<file path="config.mk">
export PLATFORM = sky130hd
export DESIGN_NAME = ex_mem_buffer
export DESIGN_NICKNAME = d
export VERILOG_FILES = /design/src/rtl/ex_mem_buffer.sv
export SDC_FILE = /design/constraint.sdc
export NUM_CORES = 1
export LEC_CHECK = 0
export ABC_AREA = 0
export BUFFER_PORTS_ARGS = -buffer_cell sky130_fd_sc_hd__buf_2
export CORE_UTILIZATION = 40
export CTS_CLUSTER_DIAMETER = 100
export DETAILED_ROUTE_END_ITERATION = 12
export SYNTH_ARGS = -nofsm -noshare
export SYNTH_HDL_FRONTEND = slang
export SYNTH_SLANG_ARGS = --single-unit
</file>
<file path="constraint.sdc">
create_clock -name clk -period 4.57 [get_ports clk]
set_clock_uncertainty 0.15 [all_clocks]
set_input_delay 0.6855 -clock clk [delete_from_list [all_inputs] [get_ports clk]]
set_output_delay 0.6855 -clock clk [all_outputs]
set_load 0.05 [all_outputs]
</file>
<file path="src/rtl/ex_mem_buffer.sv">
// ex_mem_buffer: EX/MEM pipeline register built as a two-entry skid buffer.
// A bundle accepted at one edge is on out_* the next cycle; one transfer per cycle.
// in_ready comes only from rst_n and the skid flag, so out_ready has no combinational path to it.
//
// Ports:
//   clk, rst_n (synchronous, active-low), flush (synchronous kill of held entries)
//   in_valid/in_ready   : EX-side handshake, with payload in_alu_result, in_zero,
//                         in_store_data, in_rd, in_ctrl {reg_write, mem_read, mem_write, mem_to_reg}, in_pc
//   out_valid/out_ready : MEM-side handshake, with the registered payload out_*
module ex_mem_buffer #(
  parameter int XLEN = 64,
  parameter int REGW = 5
) (
  input  logic            clk,
  input  logic            rst_n,
  input  logic            flush,
  input  logic            in_valid,
  output logic            in_ready,
  input  logic [XLEN-1:0] in_alu_result,
  input  logic            in_zero,
  input  logic [XLEN-1:0] in_store_data,
  input  logic [REGW-1:0] in_rd,
  input  logic [3:0]      in_ctrl,
  input  logic [XLEN-1:0] in_pc,
  output logic            out_valid,
  input  logic            out_ready,
  output logic [XLEN-1:0] out_alu_result,
  output logic            out_zero,
  output logic [XLEN-1:0] out_store_data,
  output logic [REGW-1:0] out_rd,
  output logic [3:0]      out_ctrl,
  output logic [XLEN-1:0] out_pc
);

  typedef struct packed {
    logic [XLEN-1:0] alu_result;
    logic            zero;
    logic [XLEN-1:0] store_data;
    logic [REGW-1:0] rd;
    logic [3:0]      ctrl;
    logic [XLEN-1:0] pc;
  } bundle_t;

  bundle_t in_bundle;
  bundle_t out_bundle;
  bundle_t skid_bundle;
  logic    skid_valid;
  logic    accept;
  logic    slot_free;

  assign in_bundle = {in_alu_result, in_zero, in_store_data, in_rd, in_ctrl, in_pc};

  // The skid register is the only thing that can block the input, so ready
  // never depends on what MEM is doing this cycle.
  assign in_ready  = rst_n & ~skid_valid;
  assign accept    = in_valid & in_ready;
  assign slot_free = ~out_valid | out_ready;

  always_ff @(posedge clk) begin
    if (!rst_n) begin
      out_valid   <= 1'b0;
      skid_valid  <= 1'b0;
      out_bundle  <= '0;
      skid_bundle <= '0;
    end else if (flush) begin
      // Payload registers keep their contents; they are meaningless while invalid.
      out_valid  <= 1'b0;
      skid_valid <= 1'b0;
    end else if (slot_free) begin
      if (skid_valid) begin
        // Older entry drains first; in_ready is low so no accept competes here.
        out_bundle <= skid_bundle;
        out_valid  <= 1'b1;
        skid_valid <= 1'b0;
      end else if (accept) begin
        out_bundle <= in_bundle;
        out_valid  <= 1'b1;
      end else begin
        out_valid <= 1'b0;
      end
    end else if (accept) begin
      // Output stalled: park the one extra bundle that ready let through.
      skid_bundle <= in_bundle;
      skid_valid  <= 1'b1;
    end
  end

  assign out_alu_result = out_bundle.alu_result;
  assign out_zero       = out_bundle.zero;
  assign out_store_data = out_bundle.store_data;
  assign out_rd         = out_bundle.rd;
  assign out_ctrl       = out_bundle.ctrl;
  assign out_pc         = out_bundle.pc;

endmodule

</file>
==> out/results.ini <==
[yosys]
ys_ff_latch=406
netlist_area_um2=18330
netlist_top_cells_area=dfxtp_1 (44%), mux2i_1 (22%), nand2_1 (13%)
synth_cells=1971
synth.distinct_cells=18
ys_seq_area_frac=0.4435
syn_avg_cell_area_um2=9.298
synth_top_cell_by_area=dfxtp_1
syn_nets=2178
netlist.area_leader.share=0.4435
ys_warn_count=0

[pwr]
power_density_nw_per_um2=376.4
p_leak_nw=12.32
peakVddDrop_uv=331.2

[die]
coreArea_um2=45280
design.die.area_um2=46680
die_w_um=216.0
rows=78
dieHeight_um=216.0
start_util=0.4047
io-pin-count=411

[route]
drt_iter0_drc=585
ant_nets=0
num_vias=13900
vias_per_cell=4.724
wirelength_mm=44.86
wl_per_cell_um=15.25
post-route-drc-count=0
first_pass_iters=4

[cts]
hold_buffers=0
cts_root_buf=clkbuf_16
h-tree-depth=2
cts.sinks=406
clk-insertion-delay-late_ns=0.56
cts_tree=done
post_cts_buffers=0
cts-resized-gates=0
cts.clk_slew.worst_paths_ns=0.06
numCtsBuffers=46
cts_buffer_depth=3

[critical_path]
critical_path_class=reg -> out
worstPathMaxFanout=62
path_cells=buf_4 -> nor2b_1 -> buf_2
worstSetupEndpointType=output pin
crit_arrival_ns=2.21
slowest_stage=buf_4
worstPathRequired_ns=3.73
crit_path_max_incr_delay_ns=0.67
start_kind=register

[timing]
finalMaxSlewViolations=0
final-setup-viol-count=0
hold_violations=0
worst_slack_ns=1.524
rsz0062_at_grt=false
fin_hold_ws_ns=0.1885
min_period_ns=3.046
fmax_mhz=328.3
slew-limit-headroom=0.2429
fin_setup_tns_ns=0
post-route-period-util=0.6664
tightest_slew_ns=1.136

[cells_and_area]
drive_gt1_frac=0.2994
area_growth_pct=20.60
nNetsFinal=2506
layout_common_cells=nand2_1 (652), buf_2 (409), dfxtp_1 (405), mux2i_1 (404), mux2_2 (202)
mostFrequentLayoutCell=nand2_1
final_util=0.4881
finalNonFillerCells=2942

[grt]
grt_max_degree=216
grt_usage=0.1865
grt_pass1_vias=13500
grt_first_pass_wirelength_mm=70.75
grt.overflow.total=0
antenna_found_initial=18

[hold_path]
hp-class=in -> reg

[placement]
place.gp.congestion=0.7677
dp.cells=2851
place_ws_ns=1.488
hpwl_mm=29.24
io_buffers=410

[run]
cap_viol_max_count=0

[outcome]
outcome=finished, final reports clean

[kinds of logic (layout without fill, tap and decap cells)]
group,Yosys count,after routing,synth area share
other,0,7,0
AOI/OAI and AO/OA,2,2,0.0006826
muxes,606,606,0.3448
and+or+nand+nor,659,659,0.1363
buffers and inverters,298,662,0.07469
DFF,406,406,0.4435
[metal layers]
metal	vias up	global-route usage	routed length, um
met5	-	0	96
met4	16	0.08028	1371
met3	95	0.05877	3142
met2	309	0.3003	20760
met1	6457	0.2282	19480
li1	7022	-	-
[synthesized netlist by cell type, drive strengths merged]
master	count
inv	156
mux2	202
nand2	652
nor3	1
or3	1
and4bb	1
clkbuf	70
nand3b	1
dfxtp	406
o21a	1
nor3b	1
mux2i	404
nor2b	2
a21oi	1
buf	72
[final cells by class]
type / count / area [um2]
Antenna cell: 7 / 17.52
Clock buffer: 70 / 1373
Clock inverter: 14 / 206.4
Fill cell: 4320 / 23180
Inverter: 156 / 585.6
Multi-Input combinational cell: 1267 / 8835
Sequential cell: 406 / 8132
Tap cell: 600 / 750.7
Timing Repair Buffer: 422 / 2202
[path summary, 6_finish.rpt]
path / startpoint / depth (start not counted) / slack, ns / end
worst min register to register: out_pc[55]$_SDFFE_PN0P_ / 2 / 0.30 / out_pc[55]$_SDFFE_PN0P_
worst min-delay path: flush / 2 / 0.19 / out_valid$_SDFFE_PP0P_
worst max register to register: skid_valid$_SDFFE_PP0P_ / 5 / 1.58 / out_pc[7]$_SDFFE_PN0P_
worst max-delay path: skid_valid$_SDFFE_PP0P_ / 3 / 1.52 / in_ready
[metrics by stage]
| stage | power, mW | cell area, um2 |
|---|---|---|
| after floorplan | 4.330 | 18330 |
| after global placement | 4.546 | 20500 |
| after detailed placement | 4.567 | 20500 |
| after CTS | 8.444 | 22080 |
| after global routing | 8.651 | 22100 |
| final | 8.320 | 22100 |
[flip-flops by register name (all words and copies together), names as in the netlist]
register,cells
out_alu_result,64
out_ctrl,4
out_pc,64
out_rd,5
out_store_data,64
out_valid,1
out_zero,1
skid_bundle,202
skid_valid,1
[power breakdown]
group / internal (mW) / leakage (nW) / switching (mW)
logic: 0.293 / 8.26 / 0.540
registers: 3.62 / 3.29 / 0.0372
clock network: 2.35 / 0.780 / 1.48
total: 6.26 / 12.3 / 2.06
[worst max-delay path: cells and delay by family, from the launching register on]
kind | cells | cell delay [ns]
AND/OR/NAND/NOR | 1 | 0.23
buffers and inverters | 2 | 0.96
flip-flops | 1 | 0.38
(Power assumes the default switching activity.)
